### src/rtl/dac_pkg.sv
// Shared types and constants for the LTC2624 SPI transmitter.
package dac_pkg;

    localparam int unsigned FRAME_W          = 32;
    localparam logic [3:0]  CMD_WRITE_UPDATE = 4'b0011;
    localparam logic [3:0]  ADDR_ALL         = 4'b1111;

    typedef enum logic [2:0] {
        IDLE,
        SETUP,
        SHIFT,
        HOLD,
        DONE
    } state_e;

    // 32-bit LTC2624 frame: 8 don't-care bits, command, address, 12-bit code, 4 pad bits.
    function automatic logic [FRAME_W-1:0] build_frame(input logic [3:0]  cmd,
                                                       input logic [3:0]  addr,
                                                       input logic [11:0] code);
        return {8'h00, cmd, addr, code, 4'h0};
    endfunction

endpackage

### src/rtl/spi_clk_div.sv
// SCK half-period divider: while enabled, emits a one-clock rise or fall strobe
// every HALF clocks, starting with a rise after the first low half-period.
module spi_clk_div #(
    parameter int unsigned HALF = 4
) (
    input  logic clk_i,
    input  logic rst_ni,
    input  logic en_i,
    output logic rise_o,
    output logic fall_o
);

    localparam int unsigned CW = (HALF > 1) ? $clog2(HALF) : 1;

    logic [CW-1:0] cnt_q, cnt_d;
    logic          phase_q, phase_d;
    logic          wrap;

    assign wrap   = en_i && (cnt_q == CW'(HALF - 1));
    assign rise_o = wrap & ~phase_q;
    assign fall_o = wrap & phase_q;

    // Next-state: count within a half-period, toggle phase on wrap, clear when disabled.
    always_comb begin
        cnt_d   = cnt_q;
        phase_d = phase_q;
        if (!en_i) begin
            cnt_d   = '0;
            phase_d = 1'b0;
        end else if (wrap) begin
            cnt_d   = '0;
            phase_d = ~phase_q;
        end else begin
            cnt_d = cnt_q + 1'b1;
        end
    end

    // Divider state registers.
    always_ff @(posedge clk_i or negedge rst_ni) begin
        if (!rst_ni) begin
            cnt_q   <= '0;
            phase_q <= 1'b0;
        end else begin
            cnt_q   <= cnt_d;
            phase_q <= phase_d;
        end
    end

endmodule

### src/rtl/dac_spi_master.sv
// LTC2624 SPI master: serialises one 32-bit frame MSB first and captures the
// word echoed on DAC_OUT. All outputs come straight from flops.
module dac_spi_master
    import dac_pkg::*;
#(
    parameter int unsigned HALF     = 4,
    parameter int unsigned CS_SETUP = 2,
    parameter int unsigned CS_HOLD  = 2
) (
    input  logic                CLK50MHZ,
    input  logic                RST,
    input  logic [11:0]         data,
    input  logic [3:0]          address,
    input  logic [3:0]          command,
    input  logic                dactrig,
    output logic                dacdone,
    output logic [FRAME_W-1:0]  dac_datareceived,
    output logic                busy,
    output logic                SPI_SCK,
    output logic                SPI_MOSI,
    output logic                DAC_CS,
    output logic                DAC_CLR,
    input  logic                DAC_OUT
);

    localparam int unsigned TMAX = (CS_SETUP > CS_HOLD) ? CS_SETUP : CS_HOLD;
    localparam int unsigned TW   = (TMAX > 1) ? $clog2(TMAX) : 1;

    state_e             state_q, state_d;
    logic [FRAME_W-1:0] tx_q, tx_d;
    logic [FRAME_W-1:0] rx_q, rx_d;
    logic [FRAME_W-1:0] drx_q, drx_d;
    logic [4:0]         bit_cnt_q, bit_cnt_d;
    logic [TW-1:0]      tmr_q, tmr_d;
    logic               sck_q, sck_d;
    logic               mosi_q, mosi_d;
    logic               cs_q, cs_d;
    logic               clr_q, clr_d;
    logic               done_q, done_d;
    logic               busy_q, busy_d;
    logic               sck_rise, sck_fall, div_en;
    logic [FRAME_W-1:0] frame_in;

    assign div_en   = (state_q == SHIFT);
    assign frame_in = build_frame(command, address, data);

    spi_clk_div #(
        .HALF (HALF)
    ) u_clk_div (
        .clk_i  (CLK50MHZ),
        .rst_ni (RST),
        .en_i   (div_en),
        .rise_o (sck_rise),
        .fall_o (sck_fall)
    );

    // FSM next-state and registered-output next values.
    always_comb begin
        state_d   = state_q;
        tx_d      = tx_q;
        rx_d      = rx_q;
        drx_d     = drx_q;
        bit_cnt_d = bit_cnt_q;
        tmr_d     = tmr_q;
        sck_d     = sck_q;
        mosi_d    = mosi_q;
        cs_d      = cs_q;
        clr_d     = 1'b1;  // clear released on the first clock after reset
        done_d    = 1'b0;
        busy_d    = busy_q;
        unique case (state_q)
            IDLE: begin
                if (dactrig) begin
                    tx_d      = frame_in;
                    mosi_d    = frame_in[FRAME_W-1];
                    cs_d      = 1'b0;
                    busy_d    = 1'b1;
                    bit_cnt_d = '0;
                    tmr_d     = '0;
                    state_d   = SETUP;
                end
            end
            SETUP: begin
                if (tmr_q == TW'(CS_SETUP - 1)) begin
                    tmr_d   = '0;
                    state_d = SHIFT;
                end else begin
                    tmr_d = tmr_q + 1'b1;
                end
            end
            SHIFT: begin
                if (sck_rise) begin
                    sck_d = 1'b1;
                    rx_d  = {rx_q[FRAME_W-2:0], DAC_OUT};
                end
                if (sck_fall) begin
                    sck_d = 1'b0;
                    if (bit_cnt_q == 5'd31) begin
                        tmr_d   = '0;
                        state_d = HOLD;
                    end else begin
                        bit_cnt_d = bit_cnt_q + 1'b1;
                        tx_d      = {tx_q[FRAME_W-2:0], 1'b0};
                        mosi_d    = tx_q[FRAME_W-2];
                    end
                end
            end
            HOLD: begin
                if (tmr_q == TW'(CS_HOLD - 1)) begin
                    tmr_d   = '0;
                    cs_d    = 1'b1;
                    done_d  = 1'b1;
                    drx_d   = rx_q;
                    state_d = DONE;
                end else begin
                    tmr_d = tmr_q + 1'b1;
                end
            end
            DONE: begin
                busy_d  = 1'b0;
                state_d = IDLE;
            end
            default: state_d = IDLE;
        endcase
    end

    // State and output registers; reset forces the bus idle immediately.
    always_ff @(posedge CLK50MHZ or negedge RST) begin
        if (!RST) begin
            state_q   <= IDLE;
            tx_q      <= '0;
            rx_q      <= '0;
            drx_q     <= '0;
            bit_cnt_q <= '0;
            tmr_q     <= '0;
            sck_q     <= 1'b0;
            mosi_q    <= 1'b0;
            cs_q      <= 1'b1;
            clr_q     <= 1'b0;
            done_q    <= 1'b0;
            busy_q    <= 1'b0;
        end else begin
            state_q   <= state_d;
            tx_q      <= tx_d;
            rx_q      <= rx_d;
            drx_q     <= drx_d;
            bit_cnt_q <= bit_cnt_d;
            tmr_q     <= tmr_d;
            sck_q     <= sck_d;
            mosi_q    <= mosi_d;
            cs_q      <= cs_d;
            clr_q     <= clr_d;
            done_q    <= done_d;
            busy_q    <= busy_d;
        end
    end

    assign dacdone          = done_q;
    assign dac_datareceived = drx_q;
    assign busy             = busy_q;
    assign SPI_SCK          = sck_q;
    assign SPI_MOSI         = mosi_q;
    assign DAC_CS           = cs_q;
    assign DAC_CLR          = clr_q;

endmodule

### config.mk
export PLATFORM = sky130hd
export DESIGN_NAME = dac_spi_master
export DESIGN_NICKNAME = d
export VERILOG_FILES = /design/src/rtl/dac_pkg.sv /design/src/rtl/spi_clk_div.sv /design/src/rtl/dac_spi_master.sv
export SDC_FILE = /design/constraint.sdc
export NUM_CORES = 1
export LEC_CHECK = 0
export CORE_MARGIN = 4
export CORE_UTILIZATION = 32
export CTS_CLUSTER_SIZE = 12
export DETAILED_ROUTE_END_ITERATION = 8
export PLACE_DENSITY = 0.48
export SYNTH_ARGS = -nofsm -noshare
export SYNTH_HDL_FRONTEND = slang
export SYNTH_SLANG_ARGS = --single-unit
export TNS_END_PERCENT = 100
### constraint.sdc
create_clock -name CLK50MHZ -period 2.93 [get_ports CLK50MHZ]
set_input_delay 0.586 -clock CLK50MHZ [delete_from_list [all_inputs] [get_ports CLK50MHZ]]
set_output_delay 0.586 -clock CLK50MHZ [all_outputs]
set_load 0.005 [all_outputs]
==> key figures <==
Clocking
  • Num CTS Buffers: 9
  • CTS Buffer Depth: 2
  • Post-CTS Setup Bufs: 0
  • CTS tree: done
  • Hold-fix buffers, CTS: 0
  • Htree depth: 3
  • CTS sink cnt: 109
  • Root buffer cell: clkbuf_16
  • Cts repair resizes: 0
  • Clk pin slew, worst setup/hold paths: 0.06 ns
  • Clk Latency, worst-skew pair: 0.34 ns

Drt
  • Drt pass-1 iters: 4
  • Drt wl/cell: 13.2 microns
  • 1st-iter DRT viols: 106
  • Remaining DRCs: 0
  • Via count: 2760
  • Routed WL: 8140 microns
  • Detail Route Antenna Nets: 0
  • Via density: 4.48

Synth
  • Largest area contributor in the netlist: dfrtp_1
  • Avg Cell Area, Syn: 11.7 sq um
  • Largest family of logic cells by synthesized area: multiplexers
  • Cells after Synth: 379
  • Post-synth EDFFs: 0
  • Synth warn: 0
  • Post-Synth XOR/XNOR Area: 0.395%
  • Adder-cell share of the synthesized area: 0.846%
  • Post-synth net total: 406
  • Most common cell in the netlist: nand2_1
  • Main synth FF type: dfrtp_1
  • Sequential share of the synthesized area: 61.5%
  • Synth Register Bits: 109
  • Top post-synthesis cells by area: dfrtp_1 (61%), nand2_1 (10%), mux2_4 (9.8%)
  • Yosys cell types: 31
  • Simple-gate area share of the yosys netlist: 13.0%
  • Post-synthesis compound-gate area fraction: 5.98%
  • Mapped cell area: 0.00444 sq mm
  • Commonest cells post-synth: nand2_1 (122), dfrtp_1 (108), mux2_4 (29)
  • FFs w/ async S/R, synth: 100%
  • Multiplexer share of the synthesized area: 15.1%
  • Post-synth top area share: 60.9%

Setup path
  • Largest stage delay on the critical path: 0.92 ns
  • Worst EP required: 3.20 ns
  • Crit Path Max Fanout: 14
  • Critical path buffers and inverters: 1
  • Crit Path Category: reg2reg
  • R2R Path End: bit_cnt_q[0]
  • Reg2reg path depth: 4
  • CP top delay family: simple AND/OR/NAND/NOR gates
  • Startpoint types: flip-flop
  • CP arrival: 2.73 ns
  • Setup crit end kind: flip-flop
  • CP max stage cell: nor3_1
  • Worst r2r src: state_q[1]
  • Reg2reg setup slack: 0.47 ns
  • Critical path, cell by cell: or3b_1 -> buf_4 -> nor3_1 -> mux2_2

Run
  • Max-cap viol count: 0

Final layout
  • Final core occ: 41.0%
  • Fraction of final layout cells sized beyond drive strength 1: 13.0%
  • Area Growth Syn to Fin: 23.9%
  • Antenna diodes: 0
  • Nets: 466

Placed design
  • Number of port buffers: 61
  • Post-DP HPWL: 5240 microns
  • Gpl congestion: 0.709

Die
  • Die extent in x: 126 microns
  • Total core area: 0.0134 sq mm
  • FP Rows: 42
  • Die area: 0.0158 sq mm
  • Initial Util: 33.1%
  • Boundary Pins: 62
  • DIE HEIGHT: 126 microns

STA
  • Clock Skews: 0.00547 ns
  • RSZ-0062 raised after global routing: false
  • Hold Fails Final Rpt: 0
  • Slew @ Worst Pin: 1.14 ns
  • Final slew viol count: 0
  • Tcrit/Tclk final: 84.0%
  • Setup TNS: 0 ns
  • FMAX: 406 MHz
  • Relative slew slack: 23.5%
  • Final worst path period need: 2.46 ns
  • Setup Viol. Count Final: 0

GRT
  • Initial antenna violation count: 0
  • First-pass GRT wire length: 14100 microns
  • Global Route Usage Sum: 11.0%
  • Largest net degree at the start of global routing: 49
  • Vias in the first global route: 2874
  • Grt ovf: 0

Power and ir drop
  • Peak supply drop: 0.237 mV
  • Leak: 2.68 nW
  • Pwr dens: 566 mW/mm^2

Outcome
  • Run status: completed

Min path
  • Worst hold path type: in2async
[flip-flops by register name, summed over array words and instances (netlist names)]
register,flops
DAC_CLR,1
DAC_CS,1
SPI_MOSI,1
SPI_SCK,1
bit_cnt_q,5
busy,1
dac_datareceived,32
dacdone,1
rx_q,32
state_q,3
tmr_q,1
tx_q,27
u_clk_div.cnt_q,2
u_clk_div.phase_q,1
[cell usage in the layout, fill, tap and decap left out, types with 3 or more instances in the layout]
cell type,instances
clkdlybuf4s50_1,60
a22o_1,11
ha_1,3
mux2i_1,19
clkbuf_16,9
and3_1,4
a21oi_1,5
dfrtp_1,108
buf_4,8
nand2_1,122
nor2_1,6
mux2_4,29
inv_1,5
o21ai_0,24
mux2_2,4
[cell families (layout without fill, tap and decap cells)]
kind of cell    Yosys count  count (layout)
compound gates           43              43
xor+xnor                  2               2
fa+ha+maj                 3               3
buf+inv                  25              86
flops                   109             109
mux                      52              52
other cells               1               1
simple gates            144             144
[power breakdown]
part           internal (mW)  total, mW  switching (mW)
logic                  0.168      0.295           0.128
clock network          0.667       1.16           0.496
registers               1.59       1.66          0.0673
[through the flow]
stage | hold WS (ns) | power [mW] | cell area, sq um | setup WS (ns) | cells
finish | 0.264 | 3.11 | 5500 | 0.470 | 616
global route | 0.310 | 3.28 | 5500 | 0.301 | 616
CTS | 0.282 | 3.18 | 5500 | 0.443 | 616
detailed placement | 0.434 | 1.99 | 5220 | 0.271 | 604
global placement | 0.439 | 1.98 | 5220 | 0.326 | 604
floorplan | 0.290 | 1.86 | 4440 | 0.974 | 379
[layer usage]
metal / track usage, % / part of all wire (%)
met1: 14.3 / 49
met2: 17.5 / 45
met3: 2.84 / 4.2
met4: 4.92 / 2.2
met5: 0 / 0
[how the worst max path moves through the flow]
stage               startpoint            to  slack [ns]  cells after the start
floorplan           state_q[0]       rx_q[0]        0.97                      6
global placement       dactrig  bit_cnt_q[0]        0.33                      5
detailed placement     dactrig  bit_cnt_q[0]        0.27                      5
CTS                 state_q[1]  bit_cnt_q[0]        0.44                      4
global route        state_q[1]  bit_cnt_q[0]        0.30                      4
finish              state_q[1]  bit_cnt_q[0]        0.47                      4
[layout make-up]
cell class / instances / area [sq um]
well taps: 176 / 220
fillers: 1330 / 7900
flip-flops and latches: 109 / 2730
clock inverters: 2 / 37.5
clock buffers: 10 / 239
multi-input cells: 245 / 1570
inverters: 5 / 18.8
repair buffers: 69 / 681
Note: power is estimated with default switching activity, not from simulation.
